**src/rtl/regfile_pkg.sv**
```systemverilog
// rtl/regfile_pkg.sv - shared widths, zero-register constant and priority-state type
package regfile_pkg;

  localparam int DATA_W   = 64;
  localparam int ADDR_W   = 5;
  localparam int ZERO_REG = 31;

  typedef enum logic {
    PREFER0 = 1'b0,
    PREFER1 = 1'b1
  } prio_e;

endpackage

```
**src/rtl/regfile_write_arbiter.sv**
```systemverilog
// rtl/regfile_write_arbiter.sv - two-requester register-file write arbiter
// Alternating-priority grant, one-cycle registered write port, saturating conflict counter.
module regfile_write_arbiter
  import regfile_pkg::*;
#(
  parameter int DATA_W = regfile_pkg::DATA_W,
  parameter int ADDR_W = regfile_pkg::ADDR_W,
  parameter int CNT_W  = 16
) (
  input  logic              clk,
  input  logic              resetN,
  input  logic              reqValid0,
  input  logic [ADDR_W-1:0] reqAddr0,
  input  logic [DATA_W-1:0] reqData0,
  output logic              reqReady0,
  input  logic              reqValid1,
  input  logic [ADDR_W-1:0] reqAddr1,
  input  logic [DATA_W-1:0] reqData1,
  output logic              reqReady1,
  input  logic              stall,
  output logic              wrEnable,
  output logic [ADDR_W-1:0] wrAddr,
  output logic [DATA_W-1:0] wrData,
  output logic [CNT_W-1:0]  conflictCount
);

  prio_e             prioState;
  logic              xfer;
  logic              contended;
  logic [ADDR_W-1:0] grantAddr;
  logic [DATA_W-1:0] grantData;

  // Grants depend only on valids, stall, reset and priority; never on address or data.
  always_comb begin
    reqReady0 = 1'b0;
    reqReady1 = 1'b0;
    if (resetN && !stall) begin
      if (reqValid0 && (!reqValid1 || prioState == PREFER0)) begin
        reqReady0 = 1'b1;
      end else if (reqValid1) begin
        reqReady1 = 1'b1;
      end
    end
  end

  assign xfer      = reqReady0 | reqReady1;
  assign contended = !stall && reqValid0 && reqValid1;
  assign grantAddr = reqReady1 ? reqAddr1 : reqAddr0;
  assign grantData = reqReady1 ? reqData1 : reqData0;

  always_ff @(posedge clk or negedge resetN) begin
    if (!resetN) begin
      prioState     <= PREFER0;
      wrEnable      <= 1'b0;
      wrAddr        <= '0;
      wrData        <= '0;
      conflictCount <= '0;
    end else begin
      // Writes to the zero register are accepted and latched but never strobed.
      wrEnable <= xfer && (grantAddr != ADDR_W'(ZERO_REG));
      if (xfer) begin
        wrAddr    <= grantAddr;
        wrData    <= grantData;
        prioState <= reqReady0 ? PREFER1 : PREFER0;
      end
      if (contended && conflictCount != {CNT_W{1'b1}}) begin
        conflictCount <= conflictCount + 1'b1;
      end
    end
  end

endmodule

```
**config.mk**
```make
export PLATFORM = sky130hd
export DESIGN_NAME = regfile_write_arbiter
export DESIGN_NICKNAME = d
export VERILOG_FILES = /design/src/rtl/regfile_pkg.sv /design/src/rtl/regfile_write_arbiter.sv
export SDC_FILE = /design/constraint.sdc
export NUM_CORES = 1
export LEC_CHECK = 0
export ABC_CLOCK_PERIOD_IN_PS = 1520
export BUFFER_PORTS_ARGS = -buffer_cell sky130_fd_sc_hd__clkbuf_2
export CORE_MARGIN = 5
export CORE_UTILIZATION = 35
export DETAILED_ROUTE_END_ITERATION = 7
export PLACE_DENSITY = 0.81
export SLEW_MARGIN = 20
export SYNTH_ARGS = -nofsm -noshare
export SYNTH_HDL_FRONTEND = slang
export SYNTH_SLANG_ARGS = --single-unit
```
**constraint.sdc**
```tcl
create_clock -name clk -period 1.52 [get_ports clk]
set_input_delay 0.304 -clock clk [delete_from_list [all_inputs] [get_ports clk]]
set_output_delay 0.304 -clock clk [all_outputs]
set_load 0.03 [all_outputs]
```
; Word level (Yosys, flattened, before mapping)
; Index checks and enable logic that the tools add are counted.
[classes]
bitwise = 2
addsub = 1
mux = 8
reduce_logical = 9
n_eq_ne = 2
[op_table]
columns = operator, count
row1 = two-way mux 64 bit, 1
row2 = adder 16 x 1 -> 16 bit (second input constant), 1
row3 = != test 16 bit (second input constant), 1
row4 = logical AND 1 bit, 6
row5 = two-way mux 1 bit, 6
row6 = two-way mux 5 bit, 1
row7 = != test 5 bit (second input constant), 1
row8 = zero test 1 bit, 2
row9 = logical OR 1 bit, 1
row10 = NOT 1 bit, 1
row11 = OR 1 bit, 1
[word_totals]
wordCells = 27
regBits = 87

; Logic depth before layout (Yosys ltp)
; Gate-level depths: netlist of the first run.
[depth]
ltp_word = 8
depth_mapped = 6
depth_no_buf = 5

; Least setup slack after synthesis of the first run
; OpenSTA, ideal clock, no wires.
[synth_timing]
kind = register -> register
start = reg conflictCount[0]
end = reg conflictCount[12]
path_stages_with_launch = 6
slack_ns = -0.325
arrival_ns = 1.710
path_buffers = 0
period_less_slack_ns = 1.845
path_cell_list = dfrtp_1 ha_1 nand3_1 nor4_1 nand4_1 xnor2_1
[synth_via]
elab_chain_len = 2
[synth_lines]
columns = item, line_no
row1 = from (decl), regfile_write_arbiter.sv:24  ; output logic [CNT_W-1:0] conflictCount
row2 = from (signal assigned), regfile_write_arbiter.sv:67  ; conflictCount <= conflictCount + 1'b1;
row3 = "parallel branches: the longest is 2 deep, another holds adder 16 x 1 -> 16 bit", n/a
; Parallel ways; which one is timed is not known.
; A chain may end at the register's enable or synchronous reset.

; Final worst setup path of the first run
[layout_timing]
start = reg prioState
end = out reqReady1
[layout_via]
elab_chain_len = 5
[layout_lines]
columns = item, line_no
row1 = from (decl), regfile_write_arbiter.sv:27  ; prio_e prioState;
row2 = from (signal assigned), regfile_write_arbiter.sv:64  ; prioState <= reqReady0 ? PREFER1 : PREFER0;
row3 = NOT 1 bit, regfile_write_arbiter.sv:38  ; if (reqValid0 && (!reqValid1 || prioState == PREFER0)) begin
row4 = logical OR 1 bit, regfile_write_arbiter.sv:38
row5 = logical AND 1 bit, regfile_write_arbiter.sv:38
row6 = two-way mux 1 bit, regfile_write_arbiter.sv:38
row7 = two-way mux 1 bit, regfile_write_arbiter.sv:37  ; if (resetN && !stall) begin
row8 = to (decl), regfile_write_arbiter.sv:19  ; output logic reqReady1,
; Every way passes these cells.

==> reports/metrics.yaml, run 1 <==
status: "finished with violations"
violations: "design-rule violations, negative setup slack"
layout_min_cycle_time_ns: 1.649
synth_top_area_share_pct: 57.26
root_buffer: "clkbuf_8"
yosys_register_bits: 87
leakagePower_nw: 3.418
gr-total-overflow: 0
r2r_cells: 6
final_cell_count_no_fill: 749
clkSinkCount: 87
worst_skew_pair.late_latency_ns: 0.34
syn_area_mm2: 0.003802
ys_types: 37
grt_start_max_net_pins: 46
fmax_ghz: 0.6065
synth.avg_cell_area_um2: 11.38
first_global_vias: 4002
die_w_um: 114.2
nNetsFinal: 748
synth_edf_count: 0
cp.arrival_ns: 1.34
rsz0062_at_grt: "yes"
relSlewSlack_pct: 60.93
dp.cells: 720
fin_ws_ns: -0.1289
finalSetupViolCount: 58
grt_pass1_wl_mm: 18.84
maxSlewViolCount: 0
r2r_start: "prioState"
syn-num-nets: 478
yosysWarnings: 0
row_count: 38
vias: 3965
routed_wirelength_mm: 12.80
dp_hpwl_mm: 9.128
synthFlopType: "dfrtp_1"
post-route-util_pct: 56.02
drc_errors: 12
syn_inst: 334
portBuffers: 230
power_mw: 7.655
ys_async_sr_fraction_pct: 100.0
track_usage_pct: 17.99
fp.dieH_um: 114.2
rr_endpoint: "wrData[45]"
finClkSkew_ns: 0.01266
crit_type: "reg -> out"
ant_nets: 0
core_area_mm2: 0.01075
fin_tns_setup_ns: -2.136
ys_seq_area_share_pct: 57.26
gp_congestion: 0.8807
clockBufferDepth: 2
crit_start: "prioState"
drtIter0Drc: 447
wire_per_inst_um: 17.09
avgViaCountPerCell: 5.294
die_area_mm2: 0.01305
drv_cap: 0
cp_max_fo: 3
peakVddDrop_mv: 0.9139
clk_pin_slew_ns: 0.09
tightest_slew_ns: 0.5860
n_antenna_cell: 0
io_pins: 231
fin_crit_sh_pct: 108.5
drive_gt1_share_pct: 55.01
powerDensity_mw_per_mm2: 1272
area_growth_pct: 58.31
start_util_pct: 35.39
endpoint_kind: "output pin"
drt_first_pass_iters: 8
synth_area_leaders: "dfrtp_1 (57%), a222oi_1 (17%), inv_1 (6.4%)"
hold_slack_ns: 0.02913
reg2reg_slack_ns: -0.10
worstSetupStartpointType: "register"
cts_buffers: 9
yosysMostFrequentCell: "dfrtp_1"
min_path_type: "in -> async"
finalHoldViolCount: 0
synth_top_cell_by_area: "dfrtp_1"
synth_common_cells: "dfrtp_1 (87), inv_1 (65), a222oi_1 (64)"
cts_max_level: 3
crit_required_ns: 1.22
antenna_found_initial: 0
cts_tree: "built"
-- how the worst max path moves through the flow --
stage,end,slack [ns],cells after the start
after detailed placement,reqReady1,-0.17,5
after global placement,reqReady1,-0.11,5
after global routing,reqReady1,-0.18,4
after CTS,reqReady1,-0.14,4
after floorplan,conflictCount[13],-0.11,4
final,reqReady1,-0.13,4
-- cells by family (layout without fill, tap and decap cells) --
logic type / Yosys count / count (layout) / share of synthesized area (%)
flip-flops: 87 / 87 / 57.26
multiplexers: 8 / 8 / 2.205
adder cells (fa/ha/maj): 1 / 1 / 0.3290
buffers and inverters: 89 / 364 / 9.477
AND/OR/NAND/NOR: 58 / 58 / 9.049
XOR/XNOR: 8 / 8 / 1.843
AO/OA/AOI/OAI: 83 / 83 / 19.84
-- cell usage in the layout, fill, tap and decap left out, drive strengths merged, types with 2 or more instances in the layout --
cell type  Yosys  final
a21oi          5      5
a222oi        64     64
and3           4      4
and4           2      2
buf           19     53
bufinv         0      3
clkbuf         5    239
clkinv         0      3
dfrtp         87     87
inv           65     66
mux2           3      3
mux2i          5      5
nand2         16     16
nand3          7      7
nand4          6      6
nor2           4      4
nor3           6      6
nor4           6      6
o21a           2      2
o21ai          7      7
xnor2          2      2
xor2           6      6
-- sequential cells by signal, summed over array words and instances (netlist names) --
signal         flops
wrData            64
conflictCount     16
wrEnable           1
prioState          1
wrAddr             5
-- per-stage QoR --
step	cell area [um2]	worst slack [ns]
floorplan	3834	-0.1145
global placement	5426	-0.1137
detailed placement	5426	-0.1655
CTS	5868	-0.1439
global route	6020	-0.1809
finish	6020	-0.1289
-- worst max-delay path, stage by stage, from the launching register on --
cell and delay (ns):
dfrtp_1 0.41, nand2b_4 0.15, and3_4 0.19, buf_12 0.13, buf_8 0.12
-- routing by layer --
metal	global-route usage, %	wire (um)
met1	21.43	5050
met4	6.176	182
met2	31.58	6520
met3	4.545	1044
met5	0	0
-- cell type report --
class / count / area, um2
Fill cell: 900 / 4726
Sequential cell: 87 / 2193
Timing Repair Buffer: 283 / 1778
Multi-Input combinational cell: 158 / 1385
Inverter: 65 / 244.0
Tap cell: 140 / 175.2
Clock buffer: 9 / 123.9
Clock inverter: 7 / 120.1
-- power breakdown --
group          total [mW]  internal, mW  switching [mW]
clock                1.95          1.10           0.845
combinational        2.67         0.975            1.70
sequential           3.04          2.76           0.280
-- what timing repair did --
action                     4_1_cts  5_1_grt
buffers inserted                 6        2
gates resized for setup         18       17
hold endpoints to repair         0        0
cloned                           3        4
hold buffers                     0        0
setup endpoints to repair       66       73
pin swaps                       32       29
Power figures use the tool's default switching activity.
==> inputs of run 2 (changes only) <==
--- a/config.mk
+++ b/config.mk
@@ -10,7 +10,7 @@
 export CORE_MARGIN = 5
 export CORE_UTILIZATION = 35
 export DETAILED_ROUTE_END_ITERATION = 7
-export PLACE_DENSITY = 0.81
+export PLACE_DENSITY = 0.69
 export SLEW_MARGIN = 20
 export SYNTH_ARGS = -nofsm -noshare
 export SYNTH_HDL_FRONTEND = slang
==> reports/metrics.yaml, run 2 (synthesis results as in run 1) <==
status: "finished with violations"  # unchanged
violations: "design-rule violations, negative setup slack"  # unchanged
gr-total-overflow: 0  # unchanged
cp_top_family: "flip-flops"  # unchanged
fin_ws_ns: -0.05395  # was -0.1289 ns
r2r_start: "prioState"  # unchanged
cp_max_fo: 4  # was 3
largest_register_ffs: 64  # unchanged
drv_cap: 0  # unchanged
vias: 3883  # was 3965
dp.cells: 720  # unchanged
cts_buffers: 9  # unchanged
portBuffers: 230  # unchanged
tightest_slew_ns: 0.5772  # was 0.5860 ns
crit_required_ns: 1.22  # about the same
top_regs: "wrData (64), conflictCount (16), wrAddr (5)"  # unchanged
critical_path.slowest_cell: "dfrtp_1"  # unchanged
crit_chain: "nand2b_1 > and3_4 > buf_8"  # was nand2b_4 > and3_4 > buf_12 > buf_8
core_area_mm2: 0.01075  # unchanged
largest-register: "wrData"  # unchanged
endpoint_kind: "output pin"  # unchanged
clkSinkCount: 87  # unchanged
max_stage_delay_ns: 0.41  # about the same
track_usage_pct: 17.74  # was 17.99%
critPathBufInv: 1  # was 2
n_antenna_cell: 0  # unchanged
root_buffer: "clkbuf_8"  # unchanged
fmax_ghz: 0.6353  # was 0.6065 GHz
first_global_vias: 3914  # was 4002
finClkSkew_ns: 0.01279  # was 0.01266 ns
die_w_um: 114.2  # unchanged
wire_per_inst_um: 16.59  # was 17.09 um
layout_common_cells: "clkbuf_2 (227), dfrtp_1 (74), inv_1 (65), a222oi_1 (64), buf_4 (37)"  # was clkbuf_2 (227), dfrtp_1 (74), inv_1 (65), a222oi_1 (64), buf_4 (38)
rsz0062_at_grt: "yes"  # unchanged
drt_first_pass_iters: 8  # unchanged
relSlewSlack_pct: 61.52  # was 60.93%
cts_max_level: 3  # unchanged
r2r_cells: 5  # was 6
finalSetupViolCount: 7  # was 58
row_count: 38  # unchanged
area_growth_pct: 53.77  # was 58.31%
crit_type: "reg -> out"  # unchanged
worst_skew_pair.late_latency_ns: 0.35  # was 0.34 ns
layout_min_cycle_time_ns: 1.574  # was 1.649 ns
powerDensity_mw_per_mm2: 1253  # was 1272 mW/mm2
drive_gt1_share_pct: 54.67  # was 55.01%
final_cell_count_no_fill: 740  # was 749
fin_tns_setup_ns: -0.1147  # was -2.136 ns
antenna_found_initial: 0  # unchanged
dp_hpwl_mm: 9.144  # was 9.128 mm
layout_commonest_cell: "clkbuf_2"  # unchanged
finalHoldViolCount: 0  # unchanged
worstSetupStartpointType: "register"  # unchanged
die_area_mm2: 0.01305  # unchanged
start_util_pct: 35.39  # unchanged
hold_slack_ns: 0.1199  # was 0.02913 ns
drc_errors: 2  # was 12
grt_pass1_wl_mm: 18.67  # was 18.84 mm
avgViaCountPerCell: 5.247  # was 5.294
gp_congestion: 0.8288  # was 0.8807
cts_tree: "built"  # unchanged
fin_crit_sh_pct: 103.5  # was 108.5%
nNetsFinal: 739  # was 748
reg2reg_slack_ns: -0.02  # was -0.10 ns
peakVddDrop_mv: 0.8122  # was 0.9139 mV
io_pins: 231  # unchanged
maxSlewViolCount: 0  # unchanged
clockBufferDepth: 2  # unchanged
routed_wirelength_mm: 12.28  # was 12.80 mm
grt_start_max_net_pins: 48  # was 46
drtIter0Drc: 415  # was 447
leakagePower_nw: 3.343  # was 3.418 nW
ant_nets: 0  # unchanged
rr_endpoint: "wrData[22]"  # was wrData[45]
fp.dieH_um: 114.2  # unchanged
clk_pin_slew_ns: 0.10  # was 0.09 ns
cp.arrival_ns: 1.27  # was 1.34 ns
min_path_type: "in -> async"  # unchanged
## run 2: area by class of cell
type / instances / area (um2)
clock buffer: 11 / 151.4
clock inverter: 5 / 63.81
fill: 988 / 4898
inverter: 65 / 244.0
multi-input combinational: 158 / 1419
sequential: 87 / 2193
tap: 140 / 175.2
timing repair buffer: 274 / 1600
## run 2: stage by stage
stage                     util [%]  worst slack (ns)  cell area [um2]  total power, mW
after floorplan                  -           -0.1145             3834            4.507
after global placement       50.50          -0.07364             5426            5.499
after detailed placement     50.50           -0.1263             5426            5.575
after CTS                    53.21          -0.06409             5718            7.331
after global routing         54.41           -0.1322             5847            7.749
final                        54.41          -0.05395             5847            7.325
## run 2: worst max-delay path by stage
stage | to | cells past startpoint | startpoint
CTS | reqReady1 | 3 | prioState
floorplan | conflictCount[13] | 4 | conflictCount[5]
global placement | wrData[33] | 6 | resetN
detailed placement | wrData[25] | 6 | resetN
global route | wrData[7] | 5 | prioState
finish | reqReady1 | 3 | prioState
## run 2: power breakdown
part	switching (mW)	internal [mW]
Sequential	0.279	2.76
Combinational	1.68	0.916
Clock	0.827	0.862
Total	2.79	4.53
## run 2: layer usage
| metal | vias up | part of all wire [%] | GRT usage, % |
|---|---|---|---|
| li1 | 1786 | - | - |
| met1 | 1884 | 39 | 21.57 |
| met2 | 203 | 52 | 31.23 |
| met3 | 10 | 8.4 | 3.911 |
| met4 | 0 | 1.0 | 5.701 |
| met5 | - | 0 | 0 |
## run 2: worst min-delay path: cells and delay by family
kind	cells	cell delay, ns
buffers and inverters	3	0.61
## run 2: what timing repair did
action                                 4_1_cts  5_1_grt
setup endpoints to repair                   33       75
resized for setup                           14       18
gates cloned                                 0        1
setup buffers                                0        4
pin swaps                                    2       64
endpoints found under the hold margin        0        0
hold buffers                                 0        0
==> inputs of run 3 (changes only) <==
--- a/config.mk
+++ b/config.mk
@@ -5,12 +5,12 @@
 export SDC_FILE = /design/constraint.sdc
 export NUM_CORES = 1
 export LEC_CHECK = 0
-export ABC_CLOCK_PERIOD_IN_PS = 1520
+export ABC_CLOCK_PERIOD_IN_PS = 1600
 export BUFFER_PORTS_ARGS = -buffer_cell sky130_fd_sc_hd__clkbuf_2
 export CORE_MARGIN = 5
 export CORE_UTILIZATION = 35
 export DETAILED_ROUTE_END_ITERATION = 7
-export PLACE_DENSITY = 0.69
+export PLACE_DENSITY = 0.66
 export SLEW_MARGIN = 20
 export SYNTH_ARGS = -nofsm -noshare
 export SYNTH_HDL_FRONTEND = slang
==> constraint.sdc (replaced) <==
create_clock -name clk -period 1.6 [get_ports clk]
set_input_delay 0.32 -clock clk [delete_from_list [all_inputs] [get_ports clk]]
set_output_delay 0.32 -clock clk [all_outputs]
set_load 0.03 [all_outputs]
==> reports/metrics.yaml, run 3 (synthesis results as in run 1) <==
vias: 3890  # was 3883
clk_pin_slew_ns: 0.09  # was 0.10 ns
first_global_vias: 3815  # was 3914
grt_start_max_net_pins: 51  # was 48
largest_register_ffs: 64  # unchanged
layout_min_cycle_time_ns: 1.687
track_usage_pct: 17.89  # was 17.74%
area_growth_pct: 53.27  # was 53.77%
tightest_slew_ns: 0.5790  # was 0.5772 ns
reg2reg_slack_ns: -0.02  # about the same
wire_per_inst_um: 17.07  # was 16.59 um
cts_buffers: 9  # unchanged
cts_max_level: 3  # unchanged
layout_common_cells: "clkbuf_2 (227), dfrtp_1 (78), inv_1 (65), a222oi_1 (64), buf_4 (37)"  # was clkbuf_2 (227), dfrtp_1 (74), inv_1 (65), a222oi_1 (64), buf_4 (37)
leakagePower_nw: 3.320  # was 3.343 nW
start_util_pct: 35.39  # unchanged
core_area_mm2: 0.01075  # unchanged
top_regs: "wrData (64), conflictCount (16), wrAddr (5)"  # unchanged
finalHoldViolCount: 0  # unchanged
gp_congestion: 0.8271  # was 0.8288
gr-total-overflow: 0  # unchanged
finalSetupViolCount: 2  # was 7
largest-register: "wrData"  # unchanged
r2r_cells: 6  # was 5
status: "finished with violations"  # unchanged
drt_first_pass_iters: 8  # unchanged
dpl_worst_slack_ns: -0.09433  # was -0.1263 ns
drive_gt1_share_pct: 53.08  # was 54.67%
final_cell_count_no_fill: 741  # was 740
peakVddDrop_mv: 0.7458  # was 0.8122 mV
crit_required_ns: 1.28  # was 1.22 ns
dp_hpwl_mm: 9.435  # was 9.144 mm
avgViaCountPerCell: 5.250  # was 5.247
endpoint_kind: "output pin"  # unchanged
portBuffers: 230  # unchanged
io_pins: 231  # unchanged
post-route-util_pct: 54.24  # was 54.41%
layout_commonest_cell: "clkbuf_2"  # unchanged
filler_cell_count: 989  # was 988
cts_tree: "built"  # unchanged
grt_pass1_wl_mm: 18.87  # was 18.67 mm
rr_endpoint: "wrData[43]"  # was wrData[22]
drv_cap: 0  # unchanged
fin_ws_ns: -0.08739  # was -0.05395 ns
die_area_mm2: 0.01305  # unchanged
relSlewSlack_pct: 61.40  # was 61.52%
fin_crit_sh_pct: 105.5
powerDensity_mw_per_mm2: 1255  # was 1253 mW/mm2
violations: "design-rule violations, negative setup slack"  # unchanged
worstSetupStartpointType: "register"  # unchanged
row_count: 38  # unchanged
fp.dieH_um: 114.2  # unchanged
clkSinkCount: 87  # unchanged
routed_wirelength_mm: 12.65  # was 12.28 mm
hold_buffers: 0  # unchanged
crit_type: "reg -> out"  # unchanged
ant_nets: 0  # unchanged
maxSlewViolCount: 0  # unchanged
die_w_um: 114.2  # unchanged
drtIter0Drc: 450  # was 415
drc_errors: 17  # was 2
cp.arrival_ns: 1.37  # was 1.27 ns
r2r_start: "prioState"  # unchanged
dp.cells: 717  # was 720
antenna_found_initial: 0  # unchanged
worst_skew_pair.late_latency_ns: 0.35  # about the same
rsz0062_at_grt: "yes"  # unchanged
clockBufferDepth: 2  # unchanged
cp_max_fo: 4  # unchanged
root_buffer: "clkbuf_8"  # unchanged
nNetsFinal: 740  # was 739
regArea_mm2: 0.002188  # was 0.002193 mm2
finClkSkew_ns: 0.006775  # was 0.01279 ns
fin_tns_setup_ns: -0.1120  # was -0.1147 ns
multi_input_area_mm2: 0.001331  # was 0.001419 mm2
min_path_type: "in -> async"  # unchanged
n_antenna_cell: 0  # unchanged
fmax_ghz: 0.5926
[run 3: changes by cell type in the layout (fill, tap and decap cells not counted), sizes merged]
cell / previous run / this run
clkinv: 2 / 0
buf: 46 / 45
bufinv: 1 / 4
clkinvlp: 1 / 2
[run 3: worst max-delay path by stage]
stage                          start                end  slack (ns)  depth (start not counted)
finish                     prioState          reqReady1       -0.09                          4
global route               prioState          reqReady1       -0.15                          4
CTS                        prioState          reqReady1       -0.11                          4
detailed placement            resetN         wrData[34]       -0.09                          6
global placement              resetN         wrData[31]       -0.07                          6
floorplan           conflictCount[5]  conflictCount[13]       -0.03                          4
[run 3: cell type report]
| type | instances | share of cell area, % |
|---|---|---|
| clock buffer | 9 | 2.125 |
| clock inverter | 7 | 2.469 |
| inverter | 65 | 4.186 |
| multi-input combinational | 158 | 22.84 |
| sequential | 87 | 37.55 |
| tap | 140 | 3.006 |
| timing repair buffer | 275 | 27.82 |
[run 3: report_power, final]
| part | total [mW] | internal, mW | leakage [nW] | switching, mW |
|---|---|---|---|---|
| Combinational | 2.43 | 0.863 | 2.11 | 1.57 |
| Clock | 1.99 | 1.20 | 0.126 | 0.793 |
| Sequential | 2.89 | 2.62 | 1.08 | 0.270 |
| Total | 7.32 | 4.68 | 3.32 | 2.63 |
[run 3: routing by layer]
metal | GRT usage, % | vias to the layer above | routed length [um]
li1 | - | 1792 | -
met1 | 22.53 | 1881 | 4958
met2 | 31.26 | 207 | 6496
met3 | 4.334 | 10 | 1106
met4 | 3.800 | 0 | 88
met5 | 0 | - | 0
[run 3: timing repair]
item,in CTS,in global routing
setup buffers,3,2
cloned,0,3
pin swaps,47,22
setup endpoints to repair,12,73
gates resized for setup,7,10
[run 3: per-stage QoR]
| step | area, um2 | power [mW] | hold WS (ns) |
|---|---|---|---|
| 2_1_floorplan | 3824 | 4.280 | 0.02441 |
| 3_3_place_gp | 5375 | 5.254 | 0.4696 |
| 3_5_place_dp | 5375 | 5.311 | 0.4694 |
| 4_1_cts | 5705 | 7.351 | 0.07229 |
| 5_1_grt | 5828 | 7.691 | 0.1162 |
| 6_report | 5828 | 7.316 | 0.07165 |
[run 3: worst max-delay path, cell delays in order, from the launching register on]
cell,delay (ns)
dfrtp_1,0.42
nand2b_4,0.15
and3_4,0.18
buf_12,0.13
clkbuf_16,0.15
